File: config.mk
export PLATFORM = sky130hd
export DESIGN_NAME = muldiv_hilo_ctrl
export DESIGN_NICKNAME = d
export VERILOG_FILES = /design/src/rtl/muldiv_hilo_ctrl.sv
export SDC_FILE = /design/constraint.sdc
export NUM_CORES = 1
export LEC_CHECK = 0
export BUFFER_PORTS_ARGS = -buffer_cell sky130_fd_sc_hd__buf_2
export CAP_MARGIN = 20
export CELL_PAD_IN_SITES_DETAIL_PLACEMENT = 1
export CELL_PAD_IN_SITES_GLOBAL_PLACEMENT = 1
export CORE_MARGIN = 4
export CORE_UTILIZATION = 46
export CTS_CLUSTER_DIAMETER = 200
export CTS_CLUSTER_SIZE = 24
export DETAILED_ROUTE_END_ITERATION = 6
export GPL_TIMING_DRIVEN = 0
export PLACE_DENSITY_LB_ADDON = 0.1
export REMOVE_ABC_BUFFERS = 1
export SLEW_MARGIN = 20
export SYNTH_ARGS = -nofsm -noshare
export SYNTH_HDL_FRONTEND = slang
export SYNTH_SLANG_ARGS = --single-unit
File: constraint.sdc
create_clock -name clk -period 10.2 [get_ports clk]
set_input_delay 0.51 -clock clk [delete_from_list [all_inputs] [get_ports clk]]
set_output_delay 0.51 -clock clk [all_outputs]
set_load 0.02 [all_outputs]
File: src/rtl/muldiv_hilo_ctrl.sv
// HI/LO owner for MIPS mult/div: multiplies go to the shared ALU, divides run here (restoring, 1 bit/cycle).
// Optional macro MULDIV_DIV0_FLAG_EN adds a div0 output that pulses with done on divide-by-zero.
module muldiv_hilo_ctrl #(
  parameter int MUL_LATENCY = 1
) (
  input  logic        clk,
  input  logic        reset,
  input  logic        req_valid,
  output logic        req_ready,
  input  logic [2:0]  req_op,
  input  logic [31:0] req_a,
  input  logic [31:0] req_b,
  input  logic        cancel,
  output logic        busy,
  output logic        done,
  output logic [31:0] hi,
  output logic [31:0] lo,
  output logic        alu_req,
  input  logic        alu_gnt,
  output logic [3:0]  alu_op,
  output logic [31:0] alu_a,
  output logic [31:0] alu_b,
  input  logic [31:0] alu_hi,
  input  logic [31:0] alu_lo
`ifdef MULDIV_DIV0_FLAG_EN
  ,
  output logic        div0
`endif
);

  typedef enum logic [1:0] {
    S_IDLE,
    S_MUL,
    S_DIV,
    S_FIX
  } state_t;

  localparam logic [5:0] MUL_LAST = 6'(MUL_LATENCY - 1);
  localparam logic [5:0] DIV_LAST = 6'd31;

  state_t      state;
  logic        alive;
  logic [31:0] op_a;
  logic [31:0] op_b;
  logic        mul_signed;
  logic        div_signed;
  logic        div_zero;
  logic [31:0] rem;
  logic [31:0] quo;
  logic [31:0] dvs;
  logic [5:0]  cnt;

  logic        accept;
  logic        op_signed;
  logic [31:0] a_mag;
  logic [31:0] b_mag;
  logic [32:0] rem_sh;
  logic [32:0] trial;
  logic [31:0] quo_fix;
  logic [31:0] rem_fix;

  // alive keeps req_ready low until the first edge after reset is released
  assign req_ready = alive && (state == S_IDLE);
  assign busy      = (state != S_IDLE);
  assign alu_req   = (state == S_MUL);
  assign alu_op    = alu_req ? (mul_signed ? 4'b0110 : 4'b0111) : 4'b0000;
  assign alu_a     = alu_req ? op_a : 32'h0;
  assign alu_b     = alu_req ? op_b : 32'h0;

  assign accept    = req_valid && req_ready;
  assign op_signed = ~req_op[0];
  assign a_mag     = (op_signed && req_a[31]) ? -req_a : req_a;
  assign b_mag     = (op_signed && req_b[31]) ? -req_b : req_b;

  // One restoring step: shift next dividend bit into rem, keep the subtraction if it did not borrow
  assign rem_sh    = {rem, quo[31]};
  assign trial     = rem_sh - {1'b0, dvs};

  assign quo_fix   = (div_signed && (op_a[31] ^ op_b[31])) ? -quo : quo;
  assign rem_fix   = (div_signed && op_a[31]) ? -rem : rem;

  always_ff @(posedge clk or posedge reset) begin
    if (reset) begin
      state      <= S_IDLE;
      alive      <= 1'b0;
      done       <= 1'b0;
      hi         <= 32'h0;
      lo         <= 32'h0;
      op_a       <= 32'h0;
      op_b       <= 32'h0;
      mul_signed <= 1'b0;
      div_signed <= 1'b0;
      div_zero   <= 1'b0;
      rem        <= 32'h0;
      quo        <= 32'h0;
      dvs        <= 32'h0;
      cnt        <= 6'h0;
`ifdef MULDIV_DIV0_FLAG_EN
      div0       <= 1'b0;
`endif
    end else begin
      alive <= 1'b1;
      done  <= 1'b0;
`ifdef MULDIV_DIV0_FLAG_EN
      div0  <= 1'b0;
`endif
      case (state)
        S_IDLE: begin
          if (accept) begin
            op_a <= req_a;
            op_b <= req_b;
            cnt  <= 6'h0;
            case (req_op)
              3'b000, 3'b001: begin
                mul_signed <= op_signed;
                state      <= S_MUL;
              end
              3'b010, 3'b011: begin
                div_signed <= op_signed;
                rem        <= 32'h0;
                quo        <= a_mag;
                dvs        <= b_mag;
                div_zero   <= (req_b == 32'h0);
                state      <= (req_b == 32'h0) ? S_FIX : S_DIV;
              end
              3'b100: begin
                hi   <= req_a;
                done <= 1'b1;
              end
              3'b101: begin
                lo   <= req_a;
                done <= 1'b1;
              end
              default: done <= 1'b1;
            endcase
          end
        end

        S_MUL: begin
          if (cancel) begin
            state <= S_IDLE;
          end else if (alu_gnt) begin
            if (cnt == MUL_LAST) begin
              hi    <= alu_hi;
              lo    <= alu_lo;
              done  <= 1'b1;
              state <= S_IDLE;
            end else begin
              cnt <= cnt + 6'd1;
            end
          end
        end

        S_DIV: begin
          if (cancel) begin
            state <= S_IDLE;
          end else begin
            if (!trial[32]) begin
              rem <= trial[31:0];
              quo <= {quo[30:0], 1'b1};
            end else begin
              rem <= rem_sh[31:0];
              quo <= {quo[30:0], 1'b0};
            end
            cnt <= cnt + 6'd1;
            if (cnt == DIV_LAST) state <= S_FIX;
          end
        end

        S_FIX: begin
          if (cancel) begin
            state <= S_IDLE;
          end else begin
            if (div_zero) begin
              lo <= 32'hFFFF_FFFF;
              hi <= op_a;
            end else begin
              lo <= quo_fix;
              hi <= rem_fix;
            end
            done  <= 1'b1;
`ifdef MULDIV_DIV0_FLAG_EN
            div0  <= div_zero;
`endif
            state <= S_IDLE;
          end
        end

        default: state <= S_IDLE;
      endcase
    end
  end

endmodule

* Word-level counts from Yosys, hierarchy flattened
Index checks and enable logic that the tools add are counted.
Widths: inputs -> output; s select.
** Operators by class
- Bitwise operators :: 2
- Reduce and logical (&&, ||, !) cells :: 25
- $add $sub $neg :: 6
- Eq/ne operators :: 23
- Multiplexer cells :: 56
** Operators with widths (number)
- $mux 32 :: 27
- $pmux 32 s3 :: 2
- $neg 32->32 :: 4
- $pmux 32 s2 :: 2
- $sub 33x32->33 :: 1
- $logic_not 32->1 :: 1
- $mux 6 :: 5
- $pmux 6 s3 :: 1
- $reduce_and 7->1 :: 2
- $mux 2 :: 6
- $ne 2x1->1 const B :: 5
- $ne 2x2->1 const B :: 5
- $mux 1 :: 9
- $pmux 2 s4 :: 1
- $add 6x1->6 const B :: 1
- $eq 3x2->1 const B :: 2
- $eq 3x3->1 const B :: 2
- $eq 6x5->1 const B :: 1
- $logic_and 1x1->1 :: 6
- $logic_not 6->1 :: 1
- $ne 3x2->1 const B :: 2
- $reduce_and 3->1 :: 2
- $reduce_and 6->1 :: 1
- $reduce_bool 3->1 :: 2
- other kinds (18) :: 21
** Word-level totals
- Output and inout bits :: 136
- Bits of input ports :: 136
- Logic and storage cells :: 126
- Register bits :: 237

* Depth between registers and ports, before layout
Gate-level depths: netlist of the first run.
- Depth after elaboration :: 6
- Depth in mapped cells :: 13
- Gate-level depth less buffers :: 12

* Worst setup path after synthesis of the first run
Ideal clock, no wire load.
- Path kind :: reg-to-reg
- Start point :: register quo[31]
- End point :: register rem[18]
- Slack :: 7024 ps
- Library setup time :: 126 ps
- Data required time :: 10074 ps
- Cell stages (with the launch flop) :: 14
- Arrival :: 3050 ps
- Path buffers :: 1
- Period minus slack after synthesis :: 3176 ps
- Cells stage by stage :: dfrtp_1 -> inv_1 -> ha_1 -> fa_1 -> nand2b_1 -> a21oi_1 -> o21ai_0 -> o21a_1 -> o22a_1 -> a2111o_1 -> o311ai_2 -> buf_2 -> nor2_1 -> a311o_1
** Between the ends
- Word-level cells in the longest chain between the ends :: 4
** RTL lines
- start: declaration :: RTL line 49 : logic [31:0] quo;
- start signal: assignment :: RTL line 121 : quo <= a_mag;
- start signal: assignment :: RTL line 160 : quo <= {quo[30:0], 1'b1};
- start signal: assignment :: RTL line 163 : quo <= {quo[30:0], 1'b0};
- $sub 33x32->33 :: RTL line 77 : assign trial = rem_sh - {1'b0, dvs};
- $mux 32 :: RTL line 158 : if (!trial[32]) begin
- $mux 32 :: RTL line 155 : if (cancel) begin
- $pmux 32 s2 :: RTL line 107 : case (state)
- end signal: assignment :: RTL line 159 : rem <= trial[31:0];
- end signal: assignment :: RTL line 162 : rem <= rem_sh[31:0];
- end: declaration :: RTL line 48 : logic [31:0] rem;
No other way between the ends. The select of a mux whose other input is x is not followed.
A chain may end at the register's enable or synchronous reset.

* Worst setup path after layout of the first run
- Start point :: register state[0]
- End point :: register rem[2]
** Between the ends
- Word-level cells in the longest chain between the ends :: 5
- Elaborated cells on any way between the ends :: 10
- Classes of those cells :: eq/ne (4); mux (1); reduce/logical (5)
** RTL lines
- start: declaration :: RTL line 41 : state_t state;
- start signal: assignment :: RTL line 124 : state <= (req_b == 32'h0) ? S_FIX : S_DIV;
- $logic_not 2->1 :: RTL line 63, 107
- $logic_and 1x1->1 :: RTL line 63 : assign req_ready = alive && (state == S_IDLE);
- $logic_and 1x1->1 :: RTL line 70 : assign accept = req_valid && req_ready;
- $ne 2x2->1 (no line)
- $reduce_and 4->1 (no line)
Parallel ways exist; a longest one is shown, timed or not.

==> impl_metrics.tcl, run 1 <==
set metrics [dict create \
    clk_path_buf_depth 3 \
    cp-end-kind "register" \
    vias 15000 \
    cts_setup_buffers 0 \
    fin_crit_ns 4.29 \
    outcome "finished, final reports clean" \
    rows 67 \
    grt_usage_pct 26.2 \
    relSlewSlack_pct 27.6 \
    fillers 4173 \
    grt_pass1_vias 15500 \
    antenna_found_initial 2 \
    period_share_pct 42.0 \
    drc 0 \
    ctsResizeCount 0 \
    drt_first_iter_violations 799 \
    cts_buffers 13 \
    hold_path_class "input port to asynchronous set/reset pin" \
    ir_drop_mv 0.193 \
    cts_sinks 237 \
    final_util_pct 53.6 \
    tritoncts "done" \
    start_util_pct 46.9 \
    synth.avg_cell_area_um2 8.01 \
    area_delta_synth_final_pct 14.2 \
    layout.nets 2321 \
    rsz0062_at_grt "false" \
    root_buffer "clkbuf_16" \
    ys.flop_type "dfrtp_1" \
    pre_cts_slack_ns 5.54 \
    totalWireLength_um 50900 \
    leakage_nw 8.56 \
    firstDrtPassIters 5 \
    clkTransAtPathRegs_ns 0.10 \
    grt_max_degree 86 \
    timing.final.ws_setup_ns 5.91 \
    yosysUniqueCellTypes 76 \
    powerDensity_nw_per_um2 272 \
    dpl.hpwl_um 38200 \
    skew_ns 0.0173 \
    die_area_um2 37400 \
    yosysSeqAreaShare_pct 37.5 \
    worst_slew_pin_slew_ns 1.08 \
    slew_violations 0 \
    worstSkewPairLatency_ns 0.50 \
    final_antenna_net_count 0 \
    netlist_instances 1974 \
    critPathLaunchType "register" \
    overflow 0 \
    cp.required_ns 10.55 \
    cap_violations 0 \
    vias_per_cell 5.77 \
    drive_gt1_share_pct 15.5 \
    cp_max_fo 69 \
    h-tree-depth 1 \
    ctsHoldBuffers 0 \
    synth.cell_area_um2 15800 \
    crit_type "register to register" \
    whs_ns 0.116 \
    port_buffers 270 \
    hold_viol_final 0 \
    grt_pass1_wl_um 83200 \
    core_um2 33700 \
    wl_per_cell_um 19.6 \
    synth-warning-count 0 \
    die_w_um 193 \
    setup_violations 0 \
    synth-edff-count 0 \
    die_h_um 193 \
    synth-seq-cells 237 \
    total_power_w 0.00491 \
    synthArstFlopShare_pct 100 \
    fmax_mhz 233 \
    num_io_pins 272 \
    crit_arrival_ns 4.64 \
    gp_congestion 0.825 \
]
==> metal layers <==
metal  global-route usage (%)  routed length [um]
met5                        0                   0
met4                     6.32                1080
met3                     2.97                2300
met2                     45.1               24500
met1                     35.5               22900
==> cell families (layout without fill, tap and decap cells) <==
| group | after synthesis | after routing | synth area share (%) |
|---|---|---|---|
| buffers and inverters | 193 | 361 | 4.69 |
| DFF | 237 | 237 | 37.5 |
| other | 2 | 4 | 0.0475 |
| AOI/OAI and AO/OA | 613 | 613 | 23.7 |
| xor gates and xnor gates | 138 | 138 | 7.65 |
| muxes | 31 | 31 | 1.98 |
| adders and majority gates | 43 | 43 | 3.45 |
| and+or+nand+nor | 717 | 717 | 21.0 |
==> flip-flops by register name, indices dropped and copies added, names as in the netlist <==
signal,flops
lo,32
op_a,32
div_signed,1
cnt,6
quo,32
rem,32
alive,1
mul_signed,1
state,2
div_zero,1
op_b,32
hi,32
done,1
dvs,32
==> area by class of cell <==
cell class / instances / area [um^2] / share of cell area (%)
Timing Repair Buffer: 287 / 1760 / 9.73
Tap cell: 448 / 561 / 3.11
Inverter: 59 / 229 / 1.27
Clock buffer: 14 / 329 / 1.82
Multi-Input combinational cell: 1544 / 9230 / 51.1
Antenna cell: 2 / 5.00 / 0.0277
Clock inverter: 1 / 5.00 / 0.0277
Sequential cell: 237 / 5930 / 32.9
==> cells in the final DEF (no fill, tap or decap), types with 5 or more instances in the layout <==
cell type  count
nand3b_1       6
mux2i_1       29
nor3b_1        7
nand2_1      391
nor3_1        26
dfrtp_1      236
o2111ai_1      5
nand3_1       20
ha_1          39
a22o_1        32
a21oi_1      173
nor2_1        88
xnor2_1       77
a21o_1        43
inv_1         58
or2_2          5
a221oi_1       5
xor2_1        61
nand4_1        5
o21ai_0      221
nor2b_1       12
o31ai_1       23
clkbuf_16     13
buf_16        11
o211ai_1       9
and2_1        73
nor4_1        12
a31oi_1       11
and3_1         5
buf_2        270
o21a_1         7
o41ai_1       11
nand2b_1      22
a22oi_1       30
or3_1         11
or4_1          9
==> synth_stat cells, types with 4 or more instances <==
master     number  area (um^2)
o2111ai_1       5         43.8
a21o_1         44          330
and2_1         73          457
nand2_1       392         1470
nand2b_1       22          138
buf_1           6         22.5
o22ai_1         4         25.0
xor2_1         61          534
and3_1          6         37.5
a211oi_1        4         30.0
o311ai_0        4         35.0
nor2b_1        13         81.3
o21a_1          7         52.6
or2_2           6         37.5
nor3b_1         7         52.6
nor2_1         89          334
or3_1          11         68.8
dfrtp_1       237         5930
o211ai_1        9         67.6
a22oi_1        30          225
a21oi_1       173          866
ha_1           42          526
or4_4           4         45.0
o31ai_1        23          173
nor3_1         26          130
inv_1          59          221
o41ai_1        11         96.3
or4_1           9         67.6
clkbuf_1      120          450
nand4_1         5         31.3
nor4_1         12         75.1
a31oi_1        11         68.8
xnor2_1        77          674
nand3_1        20          100
a22o_1         33          289
o21ai_0       221         1110
mux2i_1        29          290
a221oi_1        5         43.8
buf_2           4         20.0
nand3b_1        6         45.0
==> critical path, cell delays in order, from the launching register on <==
cell and delay (ns):
dfrtp_1 0.50, inv_1 0.17, ha_1 0.31, and2_1 0.23, nand2_4 0.27, or2_4 0.56
a22oi_1 0.78, nand2_1 0.72, o311ai_0 0.57
==> worst paths after layout <==
check                                     startpoint                    to  slack [ns]  depth (start not counted)
worst min-delay path                           reset     lo[2]$_DFFE_PP0P_        0.12                          3
min in group clk                           req_b[20]  op_b[20]$_DFFE_PP0P_        0.26                          3
max in group asynchronous                      reset   dvs[28]$_DFFE_PP0P_        9.33                          4
worst max-delay path            state[0]$_DFFE_PP0P_    rem[2]$_DFFE_PP0P_        5.91                          8
worst min register to register   op_b[2]$_DFFE_PP0P_   op_b[2]$_DFFE_PP0P_        0.48                          2
worst max register to register  state[0]$_DFFE_PP0P_    rem[2]$_DFFE_PP0P_        5.91                          8
==> metrics by stage <==
step                instance area, um^2  cells  setup TNS (ns)
finish                            18000   2592               0
global route                      18000   2592               0
CTS                               18000   2590               0
detailed placement                17700   2575               0
global placement                  17200   2558          -0.218
floorplan                         15300   1840               0
==> where the power goes <==
group | switching (W) | total (W) | internal, W
sequential | 0.000298 | 0.00161 | 0.00132
combinational | 0.00170 | 0.00274 | 0.00103
clock | 0.000327 | 0.000560 | 0.000233
total | 0.00233 | 0.00491 | 0.00258
Power figures use the tool's default switching activity.
==> run 2: changes to the inputs <==
--- a/config.mk
+++ b/config.mk
@@ -10,7 +10,7 @@
 export CELL_PAD_IN_SITES_DETAIL_PLACEMENT = 1
 export CELL_PAD_IN_SITES_GLOBAL_PLACEMENT = 1
 export CORE_MARGIN = 4
-export CORE_UTILIZATION = 46
+export CORE_UTILIZATION = 42
 export CTS_CLUSTER_DIAMETER = 200
 export CTS_CLUSTER_SIZE = 24
 export DETAILED_ROUTE_END_ITERATION = 6
==> constraint.sdc (replaced) <==
create_clock -name clk -period 4.4 [get_ports clk]
set_input_delay 0.22 -clock clk [delete_from_list [all_inputs] [get_ports clk]]
set_output_delay 0.22 -clock clk [all_outputs]
set_load 0.02 [all_outputs]
==> run 2 against run 1 <==
Effect of this change: first-iteration DRC count decreased by 11%; largest cell class unchanged; clock power grew 130%; register-to-register slack worse by 5.6 ns; count of clock-buffer cells in the layout did not move; sequential power grew 130%; fmax up 5.8%; via count fell by 0.52%; sequential share of layout area is 0.71 points lower; design area up 2.2%.
==> impl_metrics.tcl, run 2 (synthesis results as in run 1) <==
set metrics [dict create \
    outcome "finished, final reports clean" \
    cts_setup_buffers 0 \
    cts_buffers 13 \
    r2r_cells 15 \
    max_stage_delay_ns 0.43 \
    seqCellArea_um2 5930 \
    cts_sinks 237 \
    leakage_nw 8.69 \
    grt_usage_pct 24.5 \
    crit_type "register to register" \
    firstDrtPassIters 6 \
    grt_pass1_vias 15300 \
    gp_congestion 0.852 \
    vias 14900 \
    grt_max_degree 98 \
    holdPathStages 3 \
    grt_pass1_wl_um 83500 \
    drt_first_iter_violations 708 \
    layout_commonest_cell "nand2_1" \
    die_w_um 202 \
    critPathLaunchType "register" \
    cp_max_fo 15 \
    cp_slowest_cell "a2111o_1" \
    fin_cells 2683 \
    slew_violations 0 \
    whs_ns 0.0127 \
    core_um2 36900 \
    crit_arrival_ns 4.39 \
    vias_per_cell 5.54 \
    rsz0062_at_grt "false" \
    powerDensity_nw_per_um2 619 \
    worstSkewPairLatency_ns 0.49 \
    setup_violations 0 \
    totalWireLength_um 51400 \
    hold_path_class "input port to register" \
    rows 70 \
    layout_common_cells "391 x nand2_1, 270 x buf_2, 236 x dfrtp_1" \
    dpl.hpwl_um 38500 \
    start_util_pct 42.9 \
    cp-end-kind "register" \
    clkTransAtPathRegs_ns 0.10 \
    cpMostUsedCell "buf_6" \
    num_io_pins 272 \
    cp.required_ns 4.74 \
    final_antenna_net_count 0 \
    fillers 4518 \
    cap_violations 0 \
    root_buffer "clkbuf_16" \
    multi_input_area_um2 9230 \
    total_power_w 0.0114 \
    tritoncts "done" \
    skew_ns 0.0165 \
    die_area_um2 40800 \
    wl_per_cell_um 19.2 \
    clk_path_buf_depth 3 \
    area_delta_synth_final_pct 16.7 \
    path_cells "inv_1 -> ha_1 -> fa_1 -> nand2b_1 -> a21oi_1 -> o21ai_0 -> o21a_1 -> o22a_1 -> a2111o_1 -> o311ai_4 -> buf_6 -> buf_6 -> buf_6 -> mux2i_1 -> o21ai_0" \
    h-tree-depth 1 \
    die_h_um 202 \
    layout.nets 2354 \
    period_share_pct 92.1 \
    worst_slew_pin_slew_ns 1.08 \
    fin_crit_ns 4.05 \
    hold_viol_final 0 \
    port_buffers 270 \
    antenna_found_initial 5 \
    relSlewSlack_pct 28.0 \
    drc 0 \
    drive_gt1_share_pct 15.4 \
    fmax_mhz 247 \
    overflow 0 \
    ir_drop_mv 0.298 \
    dp_cells 2632 \
]
==> run 2: where the power goes <==
part | switching, W | total (W) | internal [W]
registers | 0.000680 | 0.00373 | 0.00305
clock network | 0.000750 | 0.00129 | 0.000541
logic | 0.00396 | 0.00639 | 0.00243
total | 0.00539 | 0.0114 | 0.00602
==> run 2: path summary, 6_finish.rpt <==
check	from	endpoint	slack, ns
min reg2reg	op_b[26]$_DFFE_PP0P_	op_b[26]$_DFFE_PP0P_	0.48
min	req_a[29]	op_a[29]$_DFFE_PP0P_	0.01
min in group asynchronous	reset	lo[6]$_DFFE_PP0P_	0.27
max in group asynchronous	reset	div_zero$_DFFE_PP0P_	3.25
max reg2reg	quo[31]$_DFFE_PP0P_	rem[7]$_DFFE_PP0P_	0.35
max	quo[31]$_DFFE_PP0P_	rem[7]$_DFFE_PP0P_	0.35
==> run 2: area by class of cell <==
type / instances / share of cell area, %
diodes: 4 / 0.0543
well taps: 504 / 3.42
clock inverters: 1 / 0.0271
multi-input cells: 1544 / 50.1
clock buffers: 14 / 1.78
flip-flops and latches: 237 / 32.2
repair buffers: 320 / 11.2
inverters: 59 / 1.24
==> run 2: worst max-delay path: cells and delay by family, from the launching register on <==
family                     cells  cell delay [ns]
AOI/OAI and AO/OA              7             1.59
DFF                            1             0.38
adders and majority gates      2             0.67
and+or+nand+nor                1             0.20
muxes                          1             0.22
buffers and inverters          4             0.82
==> run 2: per-stage QoR <==
step | util [%] | TNS [ns] | instance area, um^2 | setup slack (ns)
finish | 50.0 | 0 | 18400 | 0.347
global route | 50.0 | 0 | 18400 | 0.132
CTS | 50.0 | 0 | 18400 | 0.0936
detailed placement | 48.2 | -2.32 | 17800 | -0.250
global placement | 46.8 | -1907.01 | 17300 | -6.35
floorplan | - | -644.91 | 15300 | -2.32
==> run 2: what timing repair did <==
item	in CTS	in global routing
gates resized for setup	1	0
hold buffers	32	0
endpoints found under the hold margin	80	0
setup endpoints to repair	26	0
==> run 2: routing by layer <==
metal | vias up | GRT usage, % | wire length [um]
met2 | 301 | 41.6 | 24400
met5 | - | 0 | 0
met3 | 58 | 2.78 | 2150
li1 | 7254 | - | -
met1 | 7261 | 33.5 | 23600
met4 | 0 | 6.18 | 1300
